[src/rtl/fault_campaign_ctrl.sv]
// rtl/fault_campaign_ctrl.sv - fault-injection campaign sequencer: one reference capture, then a sweep over the fault bits
// Each record is held on out_* until the consumer takes it; the fault stays applied while the record waits.
module fault_campaign_ctrl #(
  parameter int NUM_BITS        = 128,
  parameter int BASELINE_CYCLES = 100,
  parameter int SETTLE_CYCLES   = 20
) (
  input  logic         clk,
  input  logic         rst_n,
  input  logic         start,
  input  logic [127:0] ciphertext,
  output logic         fault_en,
  output logic [6:0]   fault_bit,
  output logic         out_valid,
  input  logic         out_ready,
  output logic [127:0] out_data,
  output logic [6:0]   out_index,
  output logic         out_is_ref,
  output logic         busy,
  output logic         done
);

  localparam int CNT_MAX = (BASELINE_CYCLES > SETTLE_CYCLES) ? BASELINE_CYCLES : SETTLE_CYCLES;
  localparam int CW      = $clog2(CNT_MAX + 1);

  localparam logic [CW-1:0] BASE_LAST   = CW'(BASELINE_CYCLES - 1);
  localparam logic [CW-1:0] SETTLE_LAST = CW'(SETTLE_CYCLES - 1);
  localparam logic [7:0]    LAST_IDX    = 8'(NUM_BITS - 1);

  typedef enum logic [2:0] {
    IDLE,
    BASE_WAIT,
    BASE_SEND,
    FLT_WAIT,
    FLT_SEND,
    DONE
  } state_t;

  state_t        state;
  logic [CW-1:0] cnt;
  logic [7:0]    idx;
  logic          hs;

  assign hs = out_valid && out_ready;

  always_ff @(posedge clk) begin
    if (!rst_n) begin
      state      <= IDLE;
      cnt        <= '0;
      idx        <= '0;
      fault_en   <= 1'b0;
      fault_bit  <= '0;
      out_valid  <= 1'b0;
      out_data   <= '0;
      out_index  <= '0;
      out_is_ref <= 1'b0;
      busy       <= 1'b0;
      done       <= 1'b0;
    end else begin
      case (state)
        IDLE, DONE: begin
          if (start) begin
            state    <= BASE_WAIT;
            fault_en <= 1'b0;
            cnt      <= '0;
            done     <= 1'b0;
            busy     <= 1'b1;
          end
        end
        BASE_WAIT: begin
          cnt <= cnt + CW'(1);
          if (cnt == BASE_LAST) begin
            out_data   <= ciphertext;
            out_is_ref <= 1'b1;
            out_index  <= '0;
            out_valid  <= 1'b1;
            state      <= BASE_SEND;
          end
        end
        BASE_SEND: begin
          if (hs) begin
            out_valid <= 1'b0;
            idx       <= '0;
            fault_bit <= '0;
            fault_en  <= 1'b1;
            cnt       <= '0;
            state     <= FLT_WAIT;
          end
        end
        FLT_WAIT: begin
          cnt <= cnt + CW'(1);
          if (cnt == SETTLE_LAST) begin
            out_data   <= ciphertext;
            out_index  <= idx[6:0];
            out_is_ref <= 1'b0;
            out_valid  <= 1'b1;
            state      <= FLT_SEND;
          end
        end
        FLT_SEND: begin
          if (hs) begin
            out_valid <= 1'b0;
            if (idx == LAST_IDX) begin
              fault_en  <= 1'b0;
              fault_bit <= '0;
              busy      <= 1'b0;
              done      <= 1'b1;
              state     <= DONE;
            end else begin
              idx       <= idx + 8'd1;
              fault_bit <= 7'(idx + 8'd1);
              cnt       <= '0;
              state     <= FLT_WAIT;
            end
          end
        end
        default: state <= IDLE;
      endcase
    end
  end

endmodule

[config.mk]
export PLATFORM = sky130hd
export DESIGN_NAME = fault_campaign_ctrl
export DESIGN_NICKNAME = d
export VERILOG_FILES = /design/src/rtl/fault_campaign_ctrl.sv
export SDC_FILE = /design/constraint.sdc
export NUM_CORES = 1
export LEC_CHECK = 0
export CAP_MARGIN = 20
export CORE_MARGIN = 3
export CORE_UTILIZATION = 38
export DETAILED_ROUTE_END_ITERATION = 10
export PLACE_DENSITY = 0.81
export SYNTH_ARGS = -nofsm -noshare
export SYNTH_HDL_FRONTEND = slang
export SYNTH_SLANG_ARGS = --single-unit
export TNS_END_PERCENT = 20
[constraint.sdc]
create_clock -name clk -period 2.2 [get_ports clk]
set_clock_uncertainty 0.15 [all_clocks]
set_input_delay 0.22 -clock clk [delete_from_list [all_inputs] [get_ports clk]]
set_output_delay 0.22 -clock clk [all_outputs]
set_load 0.005 [all_outputs]
# Word-level counts from Yosys, hierarchy flattened

Cells that the tools add are included.

Logic and storage cells: 89
Output and inout bits: 147
Register bits: 165

Add/sub/neg operators: 2
Mux-type cells: 41
Reductions and logical operators: 19
Equal/unequal tests: 16

Operators by type and width:

| kind                                           | number |
|---|---|
| 2-to-1 mux 128 bit                             | 2 |
| case mux 128 bit (2 select lines)              | 1 |
| 2-to-1 mux 7 bit                               | 8 |
| case mux 7 bit (2 select lines)                | 2 |
| case mux 7 bit (4 select lines)                | 1 |
| 2-to-1 mux 8 bit                               | 3 |
| 2-to-1 mux 3 bit                               | 6 |
| case mux 8 bit (2 select lines)                | 1 |
| case mux 3 bit (5 select lines)                | 1 |
| AND reduction 5 bit                            | 3 |
| inequality test 2 bit (second input constant)  | 7 |
| AND reduction 4 bit                            | 3 |
| 2-to-1 mux 1 bit                               | 11 |
| adder 8 x 1 -> 8 bit (second input constant)   | 1 |
| == test 8 x 7 -> 1 bit (second input constant) | 1 |
| adder 7 x 1 -> 7 bit (second input constant)   | 1 |
| == test 7 x 5 -> 1 bit (second input constant) | 1 |
| == test 7 bit (second input constant)          | 1 |
| == test 3 x 2 -> 1 bit (second input constant) | 2 |
| == test 3 bit (second input constant)          | 2 |
| case mux 1 bit (2 select lines)                | 3 |
| case mux 1 bit (3 select lines)                | 2 |
| AND reduction 3 bit                            | 2 |
| nonzero test 2 bit                             | 3 |
| 7 further kinds                                | 10 |

# Logic depth before layout (Yosys ltp)

Gate-level depths: netlist of the first run.

Depth in word-level cells: 4
Depth in mapped cells: 7
Mapped depth without buffers: 5

# Worst setup path after synthesis of the first run

OpenSTA, ideal clock, no wires.

Path type: reg2reg
From: register idx[0]
To: register idx[7]
Slack: 153 ps
Required time: 1927 ps
Arrival time: 1774 ps
Cell stages (with the launch flop): 7
Period minus slack after synthesis: 2047 ps
Path through: dfxtp_1 > ha_1 > and4_1 > and3_1 > buf_2 > nor4b_1 > mux2_1

Longest elaborated chain between the ends: 4

RTL lines:

| what                            | line | text |
|---|---|---|
| start: declaration              | 41   | `logic [7:0] idx;` |
| start signal: assignment        | 110  | `idx <= idx + 8'd1;` |
| adder 8 x 1 -> 8 bit            | -    |  |
| 2-to-1 mux 8 bit                | 103  | `if (idx == LAST_IDX) begin` |
| 2-to-1 mux 8 bit                | 101  | `if (hs) begin` |
| case mux 8 bit (2 select lines) | 60   | `case (state)` |

Parallel ways exist; a longest one is shown, timed or not. The select of a mux whose other input is x is not followed.
A chain may end at the register's enable or synchronous reset.

# Final worst setup path of the first run

From: register idx[0]
To: register idx[5]

Same word-level chain as after synthesis.

==> summary by stage, run 1 <==
Min path
The startpoint of the lowest-slack hold path is ciphertext[77]. The cell count of the worst hold path is 3. The worst hold path terminates at out_data[77]. The type of the worst min-delay path is primary input to flip-flop.

GRT
The via count of the first global-routing pass is around 5800. Entering global routing, the biggest net connects 60 pins. The first-pass GRT wire length is roughly 30000 um.

The number of antenna violations at the first check in global routing came to 0. The aggregate global-route resource usage is 0.207. The total congestion overflow is 0.

Detailed routing
The sum of routed wire segments on met1 is a little under 8000 um. Dividing the detail-routed wire length by the instance count gives approximately 15 um. The DRC violation count after routing is 0. The count of nets left with antenna violations once routing finished came out at 0.

Detailed routing placed a total of ~9600 um of wire on met2. The first detailed-routing pass took 4 iterations. The detailed router used layers up to and including met4.

Detailed routing placed a total of about 1700 um of wire on met3. The first routing iteration left ~230 violations. For this block, the routed nets add up to 19200 um of wire.

After detailed routing, the number of vias per cell comes to about 4.9. The number of vias in the routed layout is 6260.

Synth
The average footprint of a synthesized cell is just under 8 um^2. The async set-or-reset flop fraction in the synthesized netlist is 0. In this run, synthesis produced a sequential element count of 165. When the netlist entered floorplanning its net count stood at 909. Sorting the synthesized cells by area gives the leading types as dfxtp_1, nand2_1, a21oi_1, clkbuf_1, buf_2. The number of synthesized flops with an enable pin is 0. Of the synthesized area, sequential elements account for 0.536. The share of the synthesized area in the top cell type is 0.536. The post-synthesis instance area is 6170 um^2.

The largest area contributor in the synthesized netlist is dfxtp_1. The synthesized netlist contains 47 unique library cells. The cell count after synthesis is 775.

The dominant synthesized flop cell is dfxtp_1. During synthesis, Yosys emitted a total of 0 warnings.

Layout
The commonest non-fill, non-tap cell in the layout is nand2_1. In the layout the commonest cells are nand2_1, clkdlybuf4s50_1, dfxtp_1. The fraction of final layout cells sized beyond drive strength 1 is 0.0655. The final antenna diode count is 0.

The area growth from synthesis to layout is 59.9%. The final-stage net count is between 1000 and 1500. The number of non-filler instances in the completed layout is ~1300.

Critical path
The internal reg-to-reg setup slack is approximately 0.14 ns. The maximum fanout count along the critical path is 7. Tracing the worst setup path back leads to its startpoint at idx[0]. The worst register-to-register path begins at idx[0]. The depth of the worst register-to-register path is 6. The endpoint identified for the worst register-to-register timing path is idx[5]. STA puts the critical path data required time at 2.37 ns. The setup path with the least slack is of type flip-flop to flip-flop. The kind of launch point of the worst setup path is a flip-flop. The kind of end point of the critical path is a flip-flop. The data arrival time of the critical path is approximately 2.2 ns.

Placement
The HPWL after detailed placement is ~14000 um. Before CTS, the worst setup slack after placement is 0.126 ns. The congestion estimate from routability-driven global placement came to approximately 0.81. The count of buffers added on input and output ports is 278. Once placement completed, the tool counted placed cells totaling approximately 1200.

Clocking
The level count of the clock H-tree is 4. The clock reaches the later pin of the worst-skew pair after 0.41 ns. Buffers inserted during clock tree synthesis total 17. The master cell of the clock root buffer is clkbuf_16. The TritonCTS clock tree is yes.

The number of buffers between clock root and the deepest sink is 2. The clock drives 165 sinks. The clock-pin slew on the worst setup and hold paths is roughly 0.070 ns.

Timing
The number of pins with negative max-slew slack in the final report is 0. The final setup violation count is 0. The worst pin sits at a relative slew slack of 0.741. For the pin with the worst max-slew slack, the measured transition is 0.388 ns. The hold violation total from the final report is 0. The share of the clock period used by the worst path after layout is 0.934.

Setup repair after global routing left no endpoint under its margin. The slack of the critical path is around 0.14 ns. The post-route worst hold slack is 0.201 ns.

The worst path in the final design needs a cycle of approximately 2.1 ns, including I/O delays and setup. The highest achievable clock rate is between 0.4 and 0.5 GHz. The final-layout setup total negative slack is 0 ns.

Run status
The run finished with clean final reports.

Power
For this design the static power due to leakage is around 3.4 nW. In this run the power density over the cells is between 600 and 700 nW/um^2. Across the VDD grid, the largest voltage drop is about 0.68 mV. Power comes to approximately 6 mW.

Die
The die width is roughly 130 um. The die outline area is roughly 18000 um^2. The die is around 130 um tall. The top-level I/O count is about 280. In this run the core area contains 45 standard-cell rows.

The placeable core region is 15500 um^2. The initial core utilization is 0.397.

Run
The number of max-cap violations is 0.
how the worst max path moves through the flow:
stage and endpoint:
6_report idx[5], 5_1_grt idx[3], 4_1_cts out_data[43], 3_5_place_dp out_data[35], 3_3_place_gp idx[7], 2_1_floorplan idx[7]
cell usage after synthesis (3+ instances only):
master / number
nand2_1: 284
a211oi_1: 4
xnor2_1: 3
nor2_1: 12
nor3_1: 6
clkbuf_1: 40
a31oi_1: 4
nand3_1: 8
a21oi_1: 154
a41oi_1: 3
buf_2: 17
nor2b_1: 3
nand4_1: 8
o21ai_0: 16
mux2i_1: 3
nand2b_1: 3
and3b_1: 3
dfxtp_1: 165
inv_1: 3
state kept, by name (all words and copies together), names as in the netlist:
signal	cells
out_valid	1
out_is_ref	1
fault_en	1
fault_bit	7
idx	8
out_data	128
state	3
done	1
busy	1
cnt	7
out_index	7
per-stage QoR:
step / util / cell area (um^2)
after global placement: 0.597 / 9270
after floorplan: - / 6170
final: 0.635 / 9860
after detailed placement: 0.597 / 9270
after CTS: 0.633 / 9830
after global routing: 0.635 / 9860
critical path, stage by stage (launching register included):
cell and delay, ns:
dfxtp_1 0.46, ha_2 0.27, and4_2 0.32, and3_1 0.27
buf_4 0.16, nor2_1 0.07, a311oi_1 0.25
cell type report:
type,instances,area (um^2)
Inverter,4,17.5
Clock buffer,20,467
Sequential cell,165,3300
Clock inverter,11,93.8
Tap cell,211,264
Timing Repair Buffer,306,3090
Multi-Input combinational cell,548,2620
Fill cell,1345,5680
cells by family after synthesis:
logic type,after synthesis,share of synthesized area
AND/OR/NAND/NOR,337,0.225
multiplexers,4,0.00670
XOR/XNOR,3,0.00426
AO/OA/AOI/OAI,201,0.180
flip-flops,165,0.536
adder cells (fa/ha/maj),3,0.00568
buffers and inverters,62,0.0424
routing by layer:
layer	track usage	up-vias
met2	0.361	225
met5	0	-
met1	0.240	2896
li1	-	3123
met4	0.0537	0
met3	0.0759	16
power by group:
group / internal, mW / total [mW] / switching, mW
Combinational: 0.237 / 0.350 / 0.113
Sequential: 2.99 / 3.00 / 0.00847
Clock: 1.55 / 2.79 / 1.24
Total: 4.79 / 6.14 / 1.36
repair_timing:
action                                  CTS  global route
endpoints found under the setup margin    0            13
buffers inserted                          0             3
resized for setup                         0             4
hold buffers                              0             0
Note: power is estimated with default switching activity, not from simulation.
==> inputs of run 2 (changes only) <==
- RECOVER_POWER: default -> 100
==> run 2 against run 1 <==
Compared with the run above: sequential power about the same; critical endpoint unchanged; die area unchanged; global-route usage unchanged; critical path type unchanged.
==> summary by stage, run 2 (synthesis gave the netlist of run 1 again) <==
Power
The switching power of the nets was 1.36 mW (about the same). The combinational share of power is 0.057 (about the same). The leakage dissipation is 3.88 nW (+16%).

The cell-internal power came to 4.78 mW (about the same). The total design power is 6.14 mW (about the same). The worst supply voltage drop on vdd came to 0.678 mV (about the same). The register share of total power was 0.489 (about the same). The clock share of power is 0.455 (about the same). The total power density per cell area came to 624 nW/um^2 (+0.14%). The switching share of power is 0.221 (about the same).

Run status
The flow ran to the end, and the final reports show no timing, DRC or antenna violations.

Detailed routing
The mean number of vias per cell was 4.93 (-0.29%). The total wire length is 19100 um (-0.54%). The DRC violation total after the first TritonRoute iteration is 250 (+7.8%). The number of vias in the routed layout was 6242 (-0.29%). The average wire length per cell after detail routing is 15.1 um (-0.54%). The DRC violation count after routing is 0 (unchanged). The remaining number of nets flagged by the antenna check after routing is 0 (unchanged). The count of TritonRoute iterations in the first routing pass is 4 (unchanged).

Die
The die width was 133 um (unchanged). The die outline height is 133 um (unchanged). The initial core utilization came to 0.397 (unchanged). The top-level I/O count is 279 (unchanged). The placeable core region is 15500 um^2 (unchanged). The number of standard-cell rows in the floorplan was 45 (unchanged). The die outline area is 17800 um^2 (unchanged).

Critical path
The internal reg-to-reg setup slack is 0.11 ns (-0.03 ns). The critical path data required time came to 2.37 ns (about the same). The data arrival time of the critical path is 2.26 ns (+0.03 ns). The maximum single-stage delay on the critical path is 0.47 ns (about the same). The maximum fanout count along the critical path is 7 (unchanged). The startpoint of the lowest-slack register-to-register path is idx[0]. The signal on the critical path passes through ha_2 -> and4_2 -> and3_1 -> buf_4 -> nor2_1 -> a311oi_1.

The worst setup path is of the flip-flop to flip-flop kind. The cell with the largest stage delay on the worst path is dfxtp_1. The kind of end point of the critical path is a flip-flop. The depth of the worst register-to-register path is 6 (unchanged). STA classifies the critical path startpoint as a flip-flop. The terminus of the critical flop-to-flop path is idx[5].

Timing
The final-layout setup total negative slack is 0 ns (unchanged). The hold violation total from the final report came to 0 (unchanged). The transition time at the pin with the least slew margin is 0.482 ns (+0.0939 ns).

The final setup violation count is 0 (unchanged). The shortest clock period the worst path allows after layout is 2.09 ns (+0.0298 ns). The share of the clock period used by the worst path after layout is 0.948 (+0.0136). The tightest slew margin relative to the limit is 0.678 (-0.0630).

The number of pins with negative max-slew slack in the final report is 0 (unchanged). The highest achievable clock rate was 0.479 GHz (-1.4%). The post-route worst hold slack is 0.201 ns (+0.000243 ns). The slack of the critical path came to 0.114 ns (-0.0298 ns).

Layout
The number of non-filler instances in the completed layout is 1265 (unchanged). The final antenna diode count is 0 (unchanged). out_data holds more flip-flops than any other register.

The area growth from synthesis to layout is 59.6%. The fraction of final layout cells sized beyond drive strength 1 was 0.0645 (-0.000949). The post-route cell area came to 9840 um^2 (-0.18%). The final core area utilization is 0.633 (-0.00113). The largest registers in the layout are out_data (128), idx (8).

Leaving out fill and tap cells, the most frequent cells in the layout are nand2_1, dfxtp_1, a21oi_1. The final-stage net count is 1176 (unchanged). The number of fillers in the final layout was 1348 (+0.22%). The library cell used most frequently in the layout, excluding fill and tap cells, is nand2_1.

The number of flip-flops under the largest register name is 128 (unchanged).

Min path
The cell count of the worst hold path is 3 (unchanged). The startpoint of the lowest-slack hold path is ciphertext[23]. The path class of the tightest hold or removal check is primary input to flip-flop.

The path with the worst hold slack has its endpoint at out_data[23].

GRT
The aggregate global-route resource usage came to 0.207 (unchanged). The total congestion overflow is 0 (unchanged). The number of antenna violations at the first check in global routing is 0 (unchanged). The maximum number of pins on one net before global-route repair came to 60 (unchanged). The via count of the first global-routing pass is 5838 (unchanged).

The first-pass GRT wire length is 29900 um (unchanged).

Clocking
The clock-pin slew on the worst setup and hold paths came to 0.07 ns (about the same). The total CTS buffers is 17 (unchanged). The insertion delay to the later sink of the worst-skew pair is 0.41 ns (about the same). The count of hold buffers inserted by post-cts repair is 0 (unchanged). The level count of the clock H-tree is 4 (unchanged).

The tree is rooted in a clkbuf_16. TritonCTS built the clock tree. The TritonCTS sink count is 165 (unchanged). The number of buffers between clock root and the deepest sink was 2 (unchanged).

Placement
The number of instances in the placed design was 1231 (unchanged). The last weighted congestion value of the routability-driven placer is 0.808 (unchanged). The HPWL after detailed placement is 13600 um (unchanged). The area after detailed placement was 9270 um^2 (unchanged). The number of buffer cells added on primary ports was 278 (unchanged). The minimum setup slack after placement came to 0.126 ns (unchanged).

Run
The number of max-cap violations came to 0 (unchanged).
run 2: timing repair:
action	CTS	global route
setup endpoints to repair	0	13
gates resized for setup	0	4
setup buffers	0	3
run 2: area by class of cell:
cell class / instances / area [um^2] / area share
Clock inverter: 11 / 93.8 / 0.00953
Multi-Input combinational cell: 548 / 2610 / 0.266
Inverter: 4 / 17.5 / 0.00178
Timing Repair Buffer: 306 / 3080 / 0.313
Tap cell: 211 / 264 / 0.0268
Clock buffer: 20 / 467 / 0.0474
Sequential cell: 165 / 3300 / 0.336
run 2: how the worst max path moves through the flow:
stage                   from           end  depth (start not counted)
finish                idx[0]        idx[5]                          6
global route          idx[0]        idx[3]                          6
CTS                 state[1]  out_data[43]                          5
detailed placement  state[1]  out_data[35]                          5
global placement      idx[0]        idx[7]                          5
floorplan             idx[0]        idx[7]                          6
run 2: per-layer routing:
layer  global-route usage  vias to the layer above  part of all wire
li1                     -                     3138                 -
met1                0.240                     2875              0.40
met4               0.0537                        0             0.011
met3               0.0759                       13             0.084
met2                0.361                      216              0.51
met5                    0                        -                 0
run 2: power groups by stage:
stage / logic [mW] / clock network [mW] / registers, mW
6_report: 0.347 / 2.79 / 3.00
2_1_floorplan: 0.0791 / 0 / 3.06
5_1_grt: 0.372 / 2.99 / 3.00
3_5_place_dp: 0.349 / 0 / 3.07
4_1_cts: 0.351 / 2.86 / 3.00
3_3_place_gp: 0.347 / 0 / 3.07
run 2: worst max-delay path: cells and delay by family (launching register included):
family / cells / cell delay, ns
adders and majority gates: 1 / 0.28
DFF: 1 / 0.47
AOI/OAI and AO/OA: 1 / 0.27
buffers and inverters: 1 / 0.16
and+or+nand+nor: 3 / 0.66
